File: config.mk
export PLATFORM = sky130hd
export DESIGN_NAME = cae_pers_ctl
export DESIGN_NICKNAME = d
export VERILOG_FILES = /design/src/rtl/cae_pers_pkg.sv /design/src/rtl/gvt_min_reduce.sv /design/src/rtl/cae_pers_ctl.sv
export SDC_FILE = /design/constraint.sdc
export NUM_CORES = 1
export LEC_CHECK = 0
export CORE_UTILIZATION = 35
export CTS_CLUSTER_DIAMETER = 50
export DETAILED_ROUTE_END_ITERATION = 8
export DONT_BUFFER_PORTS = 1
export PLACE_DENSITY_LB_ADDON = 0.08
export RECOVER_POWER = 25
export SLEW_MARGIN = 20
export SYNTH_ARGS = -nofsm -noshare
export SYNTH_HDL_FRONTEND = slang
export SYNTH_HIERARCHICAL = 1
export SYNTH_SLANG_ARGS = --single-unit
File: constraint.sdc
create_clock -name clk -period 17.42 [get_ports clk]
set_input_delay 3.484 -clock clk [delete_from_list [all_inputs] [get_ports clk]]
set_output_delay 3.484 -clock clk [all_outputs]
set_load 0.05 [all_outputs]
File: src/rtl/cae_pers_pkg.sv
// Shared constants for the PDES personality control core:
// AEG indices, FSM state encoding, exception bits, CSR addresses.
package cae_pers_pkg;

   localparam int AEG_MASK = 0;
   localparam int AEG_TMO  = 1;
   localparam int AEG_GVT  = 2;
   localparam int AEG_STAT = 3;

   typedef enum logic [2:0] {
      S_IDLE = 3'd0,
      S_ARM  = 3'd1,
      S_RUN  = 3'd2,
      S_FIN  = 3'd3
   } state_t;

   localparam int EX_INST = 0;
   localparam int EX_IDX  = 1;
   localparam int EX_BUSY = 2;
   localparam int EX_MASK = 3;
   localparam int EX_TMO  = 4;

   localparam logic [15:0] CSR_STAT = 16'h0;
   localparam logic [15:0] CSR_GVT  = 16'h1;
   localparam logic [15:0] CSR_CYC  = 16'h2;
   localparam logic [15:0] CSR_DONE = 16'h3;

   localparam logic [4:0] INST_START = 5'd0;

endpackage

File: src/rtl/gvt_min_reduce.sv
// Registered minimum over N masked W-bit results (1-cycle latency).
// Ports: i_vld/i_mask/i_res in, o_vld/o_min out (o_min=0 if mask empty).
module gvt_min_reduce #(
   parameter int N = 4,
   parameter int W = 14
) (
   input  logic           clk,
   input  logic           rst_n,
   input  logic           i_vld,
   input  logic [N-1:0]   i_mask,
   input  logic [N*W-1:0] i_res,
   output logic           o_vld,
   output logic [W-1:0]   o_min
);

   logic [W-1:0] w_min;
   logic         w_any;
   logic         r_vld;
   logic [W-1:0] r_min;

   always_comb begin
      w_min = '0;
      w_any = 1'b0;
      for (int i = 0; i < N; i++) begin
         if (i_mask[i] && (!w_any || i_res[i*W +: W] < w_min)) begin
            w_min = i_res[i*W +: W];
            w_any = 1'b1;
         end
      end
   end

   always_ff @(posedge clk) begin
      if (!rst_n) begin
         r_vld <= 1'b0;
         r_min <= '0;
      end else begin
         r_vld <= i_vld;
         if (i_vld) r_min <= w_min;
      end
   end

   assign o_vld = r_vld;
   assign o_min = r_min;

endmodule

File: src/rtl/cae_pers_ctl.sv
// Dispatch/control core: AEG file, start FSM, engine run/wait, GVT min.
// Ports: disp_* dispatch, eng_* engine control/results, csr_* CSR reads.
module cae_pers_ctl
   import cae_pers_pkg::*;
#(
   parameter int NUM_ENG = 4,
   parameter int NA      = 4,
   parameter int RES_W   = 14,
   parameter int CYC_W   = 32
) (
   input  logic                     clk,
   input  logic                     rst_n,
   input  logic                     disp_inst_vld,
   input  logic [4:0]               disp_inst,
   input  logic [17:0]              disp_aeg_idx,
   input  logic                     disp_aeg_rd,
   input  logic                     disp_aeg_wr,
   input  logic [63:0]              disp_aeg_wr_data,
   output logic [17:0]              disp_aeg_cnt,
   output logic [15:0]              disp_exception,
   output logic                     disp_idle,
   output logic                     disp_stall,
   output logic                     disp_rtn_data_vld,
   output logic [63:0]              disp_rtn_data,
   output logic [NUM_ENG-1:0]       eng_rst_n,
   input  logic [NUM_ENG-1:0]       eng_done,
   input  logic [NUM_ENG*RES_W-1:0] eng_result,
   input  logic                     csr_rd_vld,
   input  logic [15:0]              csr_address,
   output logic                     csr_rd_ack,
   output logic [63:0]              csr_rd_data
);

   localparam int NB = (NA > 1) ? $clog2(NA) : 1;

   state_t                   r_state, w_nxt;
   logic                     r_start;
   logic [NUM_ENG-1:0]       r_mask, r_done, w_done_nxt;
   logic [63:0]              r_tmo;
   logic [RES_W-1:0]         r_gvt, w_red_min;
   logic [NUM_ENG*RES_W-1:0] r_res, w_res_nxt;
   logic [CYC_W-1:0]         r_cyc;
   logic                     r_to;
   logic [15:0]              r_exc;
   logic                     r_rtn_vld, r_csr_ack;
   logic [63:0]              r_rtn_data, r_csr_data;
   logic [63:0]              w_status, w_rd_data, w_csr_data;
   logic [NB-1:0]            w_idx;
   logic                     w_idx_ok, w_idx_rw, w_start_req;
   logic                     w_cmp, w_to_hit, w_exit, w_red_vld;

   assign w_start_req = disp_inst_vld && (disp_inst == INST_START);
   assign w_idx_ok    = disp_aeg_idx < 18'(NA);
   assign w_idx       = disp_aeg_idx[NB-1:0];
   assign w_idx_rw    = w_idx_ok && (w_idx == NB'(AEG_MASK) ||
                                     w_idx == NB'(AEG_TMO));

   // first done of each enabled engine latches its result
   assign w_done_nxt = r_done | (eng_done & r_mask);
   always_comb begin
      w_res_nxt = r_res;
      for (int i = 0; i < NUM_ENG; i++) begin
         if (eng_done[i] && r_mask[i] && !r_done[i])
            w_res_nxt[i*RES_W +: RES_W] = eng_result[i*RES_W +: RES_W];
      end
   end

   // timeout counted in RUN cycles; completion on the same cycle wins
   assign w_cmp    = (w_done_nxt == r_mask);
   assign w_to_hit = (r_tmo != 64'd0) && (64'(r_cyc) == r_tmo - 64'd1);
   assign w_exit   = (r_state == S_RUN) && (w_cmp || w_to_hit);

   gvt_min_reduce #(.N(NUM_ENG), .W(RES_W)) u_red (
      .clk    (clk),
      .rst_n  (rst_n),
      .i_vld  (w_exit),
      .i_mask (w_done_nxt),
      .i_res  (w_res_nxt),
      .o_vld  (w_red_vld),
      .o_min  (w_red_min)
   );

   always_ff @(posedge clk) begin
      if (!rst_n) r_state <= S_IDLE;
      else        r_state <= w_nxt;
   end

   always_comb begin
      w_nxt = r_state;
      unique case (r_state)
         S_IDLE:  if (r_start) w_nxt = S_ARM;
         S_ARM:   w_nxt = (r_mask == '0) ? S_IDLE : S_RUN;
         S_RUN:   if (w_exit) w_nxt = S_FIN;
         S_FIN:   if (w_red_vld) w_nxt = S_IDLE;
         default: w_nxt = S_IDLE;
      endcase
   end

   always_comb begin
      eng_rst_n  = '0;
      disp_idle  = 1'b0;
      disp_stall = 1'b1;
      if (r_state == S_RUN) eng_rst_n = r_mask;
      if (r_state == S_IDLE) begin
         disp_idle  = !r_start;
         disp_stall = r_start || w_start_req;
      end
   end

   assign w_status = 64'({r_done, r_to, r_state});

   always_comb begin
      w_rd_data = '0;
      if (w_idx_ok) begin
         case (w_idx)
            NB'(AEG_MASK): w_rd_data = 64'(r_mask);
            NB'(AEG_TMO):  w_rd_data = r_tmo;
            NB'(AEG_GVT):  w_rd_data = 64'(r_gvt);
            NB'(AEG_STAT): w_rd_data = w_status;
            default:       w_rd_data = '0;
         endcase
      end
   end

   always_comb begin
      case (csr_address)
         CSR_STAT: w_csr_data = w_status;
         CSR_GVT:  w_csr_data = 64'(r_gvt);
         CSR_CYC:  w_csr_data = 64'(r_cyc);
         CSR_DONE: w_csr_data = 64'(r_done);
         default:  w_csr_data = '0;
      endcase
   end

   always_ff @(posedge clk) begin
      if (!rst_n) begin
         r_start    <= 1'b0;
         r_mask     <= '0;
         r_tmo      <= '0;
         r_gvt      <= '0;
         r_res      <= '0;
         r_done     <= '0;
         r_cyc      <= '0;
         r_to       <= 1'b0;
         r_exc      <= '0;
         r_rtn_vld  <= 1'b0;
         r_rtn_data <= '0;
         r_csr_ack  <= 1'b0;
         r_csr_data <= '0;
      end else begin
         r_exc      <= '0;
         r_start    <= w_start_req && (r_state == S_IDLE) && !r_start;
         r_rtn_vld  <= disp_aeg_rd;
         r_rtn_data <= disp_aeg_rd ? w_rd_data : '0;
         r_csr_ack  <= csr_rd_vld;
         r_csr_data <= csr_rd_vld ? w_csr_data : '0;
         if (disp_inst_vld && disp_inst != INST_START)
            r_exc[EX_INST] <= 1'b1;
         if (disp_aeg_rd && !w_idx_ok)
            r_exc[EX_IDX] <= 1'b1;
         if (disp_aeg_wr && w_idx_rw) begin
            if (r_state != S_IDLE) begin
               r_exc[EX_BUSY] <= 1'b1;
            end else if (w_idx == NB'(AEG_MASK)) begin
               r_mask <= disp_aeg_wr_data[NUM_ENG-1:0];
            end else begin
               r_tmo <= disp_aeg_wr_data;
            end
         end
         if (r_state == S_ARM) begin
            r_cyc  <= '0;
            r_done <= '0;
            r_to   <= 1'b0;
            if (r_mask == '0) r_exc[EX_MASK] <= 1'b1;
         end
         if (r_state == S_RUN) begin
            r_done <= w_done_nxt;
            r_res  <= w_res_nxt;
            if (r_cyc != '1) r_cyc <= r_cyc + CYC_W'(1);
            if (!w_cmp && w_to_hit) begin
               r_to           <= 1'b1;
               r_exc[EX_TMO]  <= 1'b1;
            end
         end
         if (r_state == S_FIN && w_red_vld)
            r_gvt <= w_red_min;
      end
   end

   assign disp_aeg_cnt      = 18'(NA);
   assign disp_exception    = r_exc;
   assign disp_rtn_data_vld = r_rtn_vld;
   assign disp_rtn_data     = r_rtn_data;
   assign csr_rd_ack        = r_csr_ack;
   assign csr_rd_data       = r_csr_data;

endmodule

Word-level counts from Yosys, hierarchy flattened --
Cells that the tools add are included.
Word-level totals: flip-flop bits (word level) 340, bits of input ports 169, output and inout port bits 170, word-level logic and storage cells 134
Operators by class: $add $sub $neg 2, magnitude comparators 4, equality and inequality tests 15, mux-type cells 34, bitwise logic cells 4, reduce and logical (&&, ||, !) cells 55
Operator list (number):
- $pmux W64 S4 | 1
- $pmux W32 S4 | 1
- $mux W14 | 8
- $mux W32 | 3
- $eq A32 B64 Y1 | 1
- $reduce_bool A64 Y1 | 1
- $sub A64 B1 Y64 const B | 1
- $lt A14 B14 Y1 | 3
- $add A32 B1 Y32 const B | 1
- $eq A16 B2 Y1 const B | 2
- $ne A32 B32 Y1 const B | 1
- $logic_and A1 B1 Y1 | 22
- $lt A18 B3 Y1 const B | 1
- $eq A16 B1 Y1 const B | 1
- $logic_not A16 Y1 | 1
- $mux W1 | 13
- $mux W4 | 3
- $pmux W3 S4 | 1
- $reduce_and A3 Y1 | 4
- $logic_not A1 Y1 | 10
- $mux W3 | 3
- $reduce_and A2 Y1 | 4
- $eq A3 B2 Y1 const B | 2
- $logic_or A1 B1 Y1 | 6
- 17 further kinds | 20

Depth between registers and ports, before layout --
depth in word-level cells 16, mapped depth 31, gate-level depth less buffers 26

Hierarchy --
The synthesis kept the hierarchy.
Modules (own cells, without submodules):
- cae_pers_ctl | times used 1, cells an instance 1583, area each 13608.1 µm², sequential area each 5625.4 µm²
- gvt_min_reduce | times used 1, cells an instance 292, area each 2280.9 µm², sequential area each 300.3 µm²

Least setup slack after synthesis --
No wires, ideal clock.
kind input port to flip-flop, from input eng_done[0], to register u_red.r_min[10], in the netlist u_red/o_min[10], setup time 0.130 ns, data arrival time 9.369 ns, required time 17.290 ns, slack 7.921 ns, stages 30, buffers on the path 6, cells stage by stage a21o_1 > clkbuf_1 > clkbuf_1 > buf_1 > nand2_1 > ha_1 > a21oi_1 > a21boi_0 > a211o_2 > or2_1 > buf_2 > a32oi_1 > ha_1 > a211oi_2 > o21ai_1 > a221o_1 > a211o_1 > buf_2 > a31oi_1 > inv_1 > ha_1 > a21o_1 > a211o_1 > a21oi_1 > o2111ai_1 > a31oi_4 > a21oi_4 > buf_12 > mux2i_1 > a21oi_1
On the way: word-level cells in the longest chain between the ends 16, elaborated cells between the ends (all ways) 27, classes of those cells order compare (3); eq/ne (1); mux (8); bitwise (2); reduce/logical (13)
RTL lines:
- from (decl) | line cae_pers_ctl.sv:26 | input logic [NUM_ENG-1:0] eng_done,
- $logic_and A1 B1 Y1 (2 in series) | line cae_pers_ctl.sv:63 | if (eng_done[i] && r_mask[i] && !r_done[i])
- $mux W14 | line cae_pers_ctl.sv:63
- $mux W14 | line gvt_min_reduce.sv:25 | if (i_mask[i] && (!w_any || i_res[i*W +: W] < w_min)) begin
- $lt A14 B14 Y1 | line gvt_min_reduce.sv:25
- $logic_or A1 B1 Y1 | line gvt_min_reduce.sv:25
- $logic_and A1 B1 Y1 | line gvt_min_reduce.sv:25
- $mux W14 / $mux W1 (equally long branches) | line gvt_min_reduce.sv:25
- $lt A14 B14 Y1 / $logic_not A1 Y1 (equally long branches) | line gvt_min_reduce.sv:25
- $logic_or A1 B1 Y1 | line gvt_min_reduce.sv:25
- $logic_and A1 B1 Y1 | line gvt_min_reduce.sv:25
- $mux W14 / $mux W1 (equally long branches) | line gvt_min_reduce.sv:25
- $lt A14 B14 Y1 / $logic_not A1 Y1 (equally long branches) | line gvt_min_reduce.sv:25
- $logic_or A1 B1 Y1 | line gvt_min_reduce.sv:25
- $logic_and A1 B1 Y1 | line gvt_min_reduce.sv:25
- $mux W14 | line gvt_min_reduce.sv:25
- to (signal assigned) | line gvt_min_reduce.sv:38 | if (i_vld) r_min <= w_min;
- to (decl) | line gvt_min_reduce.sv:19 | logic [W-1:0] r_min;
Parallel ways exist; a longest one is shown, timed or not. A chain may end at the register's enable or synchronous reset.

Worst setup path in the final report --
from input eng_done[1], to register u_red.r_min[8], in the netlist u_red/o_min[8]
On the way: word-level cells in the longest chain between the ends 15, elaborated cells between the ends (all ways) 24, classes of those cells order compare (3); eq/ne (1); mux (6); bitwise (2); reduce/logical (12)
RTL lines:
- $logic_and A1 B1 Y1 (*) (2 in series) | line cae_pers_ctl.sv:63
- $mux W14 (*) | line cae_pers_ctl.sv:63
- named net w_res_nxt[26] | line cae_pers_ctl.sv:41 | logic [NUM_ENG*RES_W-1:0] r_res, w_res_nxt;
- $lt A14 B14 Y1 | line gvt_min_reduce.sv:25
- $logic_or A1 B1 Y1 | line gvt_min_reduce.sv:25
- $logic_and A1 B1 Y1 | line gvt_min_reduce.sv:25
- $mux W14 / $mux W1 (equally long branches) | line gvt_min_reduce.sv:25
- $lt A14 B14 Y1 / $logic_not A1 Y1 (equally long branches) | line gvt_min_reduce.sv:25
- $logic_or A1 B1 Y1 | line gvt_min_reduce.sv:25
- $logic_and A1 B1 Y1 | line gvt_min_reduce.sv:25
- $mux W14 / $mux W1 (equally long branches) | line gvt_min_reduce.sv:25
- $lt A14 B14 Y1 / $logic_not A1 Y1 (equally long branches) | line gvt_min_reduce.sv:25
- $logic_or A1 B1 Y1 | line gvt_min_reduce.sv:25
- $logic_and A1 B1 Y1 | line gvt_min_reduce.sv:25
- $mux W14 (*) | line gvt_min_reduce.sv:25
The timed path passes the listed nets; every way through them passes the cells marked *.

==> results by group <==
Timing
  – Final Hold Viols: 0
  – Clk_skew: approximately 17 ps
  – Fmax: 95.89 MHz
  – Final Setup Violations: 0
  – Fin crit period: 10430 ps
  – RSZ-0062 raised after global routing: no
  – Worst slew pin tran: 3405 ps
  – Final slew viol count: 145
  – Max_slew headroom: -1.283
  – Period utilization: 0.5987
  – Final setup TNS: 0 ps
  – Fin worst setup slack: roughly 7000 ps

Status
  – Failing checks: capacitance limit, slew limit
  – Status: complete, but fails checks

Placement
  – Dpl ws: 6456 ps
  – Dpl cells: about 2400
  – Gpl congestion: 0.9324
  – Port buffer count: 0
  – Post-DP HPWL: 38.83 mm
  – Placed cell area: 16030 µm²

Critical path
  – Crit path cell chain: nand3b_1 > mux2_2 > ha_1 > a21oi_1 > a21boi_0 > a211o_2 > o21ai_1 > a32oi_1 > ha_1 > a211oi_2 > o21ai_1 > a221o_1 > a211o_1 > a31oi_1 > inv_1 > ha_1 > nand4_1 > nor4_1 > a21oi_1 > a21oi_4 > mux2i_1 > a21oi_1
  – Maximum net fanout on the critical path: 16
  – CP peak stage delay: 780 ps
  – CP required: around 18000 ps
  – Critical Path Source Type: input pin
  – Crit-path slowest cell: o21ai_1
  – Top Family by Delay on Critical Path: compound AO/OA/AOI/OAI gates
  – Buf/Inv on CP: 1
  – Arrival @ worst endpoint: 10860 ps
  – Critical Path Sink Type: register
  – Critical path class: in2reg

CTS
  – TritonCTS clock tree: built
  – Clock sinks: approximately 300
  – CTS Buf Count: between 40 and 50
  – Quantity of gates resized following cts: 0
  – # hold bufs at CTS: 0
  – Clock root cell: clkbuf_16
  – Maximum root-to-sink buffer count: 3
  – H-tree level count: 2
  – Worst skew pair latency: ~570 ps
  – Setup Buffers After CTS: 0
  – Clk slew on worst S/H paths: around 50 ps

Die
  – Die span in y: 215.1 µm
  – IO Pins: 339
  – Die width: 215.1 µm
  – Std-Cell Core Area: 44510 µm²
  – Initial Util: 0.3570
  – Die ar.: roughly 46000 µm²
  – Site row count: 77

Detailed routing
  – Via Count: 13220
  – DRC violations left: 0
  – Antenna-violating nets left: 0
  – DR iter-0 viols: 783
  – Vias per Instance: approximately 5.4
  – Final wirelength: 51.39 mm
  – WL/cell: 21.10 µm
  – DR pass1 iterations: 5

Layout
  – Final Net Count: a little over 2000
  – Fill cells: 4654
  – Layout Cells excl Fill: 2436
  – Share of cells above drive strength 1: 0.09984
  – Most frequent cells in the layout: dfxtp_1 (296), nand2_1 (219), nor2_1 (164)
  – Design area: 17380 µm²
  – Most common cell after layout, fill and taps aside: dfxtp_1
  – Synth-to-Final Area Change: 9.386%
  – Post-layout util: 0.3905

Synth
  – Sequential element share of the synthesized area: 0.3729
  – Yosys top cell area share: 0.3729
  – Seq cells post-synth: 296
  – Top_reg_cell synth: dfxtp_1
  – Area contributors post-synth: dfxtp_1 (37%), nand2_1 (5.2%), a21oi_1 (5.1%)
  – EDFF count, synth: 0
  – FFs w/ async S/R, synth: 0
  – Yosys cell types: 85
  – Post-Syn Area: 15890 µm²
  – Gate Count Post-Synth: 1875
  – Area leader, netlist: dfxtp_1
  – Syn_area_per_cell: 8.474 µm²
  – Synth warnings: 6

Global route
  – Overflow after GRT: 0
  – Largest net degree at the start of global routing: 94
  – Number of global-route vias before repair: approximately 13000
  – GRT Total Usage: 0.2179
  – First-pass GRT wire length: 78.26 mm
  – Initial antenna violation count: 2

Run
  – Maxcap violations: 2

Worst hold path
  – Hold WC Path Type: reg2reg

Power
  – Worst VDD drop: 0.07255 mV
  – Standby leakage power: 6.671 nW
  – Pwr dens: 90.23 nW/µm²
-- synthesized netlist by cell type (8+ instances only) --
library cell,instances
a211o_1,15
a211oi_1,10
a21oi_1,163
a22oi_1,20
a31oi_1,31
a32oi_1,15
and2_1,81
and3_1,16
and4_1,9
buf_1,8
buf_2,16
buf_4,62
clkbuf_1,88
dfxtp_1,296
ha_1,46
inv_1,36
mux2_2,62
mux2i_1,81
nand2_1,219
nand3_1,40
nand3b_1,8
nand4_1,28
nor2_1,164
nor2b_1,19
nor3_1,26
nor4_1,29
o21ai_0,52
or3_1,16
or4_1,19
xnor2_1,27
xor2_1,27
-- power breakdown --
group,internal (mW),switching [mW]
Sequential,0.678,0.00306
Combinational,0.00605,0.0461
Clock,0.505,0.330
-- worst paths after layout --
| check | startpoint | endpoint | slack (ps) | depth (start not counted) |
|---|---|---|---|---|
| setup / recovery | eng_done[1] | u_red/o_min[8] | 6990 | 22 |
| hold / removal | u_red/o_min[8] | r_gvt[8] | 450 | 2 |
| setup reg to reg | r_done[1] | u_red/o_min[8] | 9300 | 22 |
| hold reg to reg | u_red/o_min[8] | r_gvt[8] | 450 | 2 |
-- worst register-to-register path: stages, from the launching register on --
cell and delay (ps):
dfxtp_1 440, nand3b_1 780, mux2_2 570, ha_1 340, a21oi_1 140, a21boi_0 120, a211o_2 350, o21ai_1 780
a32oi_1 290, ha_1 430, a211oi_2 220, o21ai_1 110, a221o_1 520, a211o_1 600, a31oi_1 430, inv_1 90
ha_1 310, nand4_1 90, nor4_1 320, a21oi_1 200, a21oi_4 500, mux2i_1 280, a21oi_1 80
-- layer usage --
metal / vias to the layer above / global-route usage / share of wire
li1: 6440 / - / -
met1: 6369 / 0.2601 / 0.42
met2: 329 / 0.3877 / 0.51
met3: 86 / 0.04713 / 0.049
met4: 0 / 0.06714 / 0.027
met5: - / 0 / 0
-- layout make-up --
class	count	area (µm²)	area share
Multi-Input combinational cell	1424	9119	0.5247
Clock buffer	54	1156	0.06652
Inverter	37	140.1	0.008063
Antenna cell	1	2.502	0.0001440
Tap cell	592	740.7	0.04262
Sequential cell	296	5926	0.3409
Timing Repair Buffer	13	86.33	0.004967
Clock inverter	19	210.2	0.01209
-- logic make-up (layout without fill, tap and decap cells) --
| group | count (synthesis) | in the layout | share of synthesized area |
|---|---|---|---|
| fa+ha+maj | 46 | 46 | 0.03622 |
| simple gates | 727 | 727 | 0.2347 |
| other cells | 2 | 62 | 0.0004727 |
| buf+inv | 214 | 123 | 0.06796 |
| xor+xnor | 54 | 54 | 0.02977 |
| flops | 296 | 296 | 0.3729 |
| mux | 149 | 149 | 0.1037 |
| compound gates | 387 | 387 | 0.1543 |
-- state kept, by name, indices dropped and copies added, names as in the netlist --
signal             flops
u_red/o_vld            1
disp_rtn_data_vld      1
u_red/o_min           14
r_tmo                 64
r_cyc                 32
disp_exception         5
csr_rd_ack             1
r_to                   1
csr_rd_data           32
disp_rtn_data         64
r_res                 56
r_gvt                 14
r_start                1
r_state                2
r_mask                 4
r_done                 4
-- metrics by stage --
step                total power, mW  hold slack, ps
floorplan                    0.7545           428.3
CTS                           1.597           451.8
detailed placement           0.7483           443.0
finish                        1.568           453.7
global placement             0.7480           445.1
global route                  1.627           472.4
No activity file was read; power rests on OpenSTA's default activity.
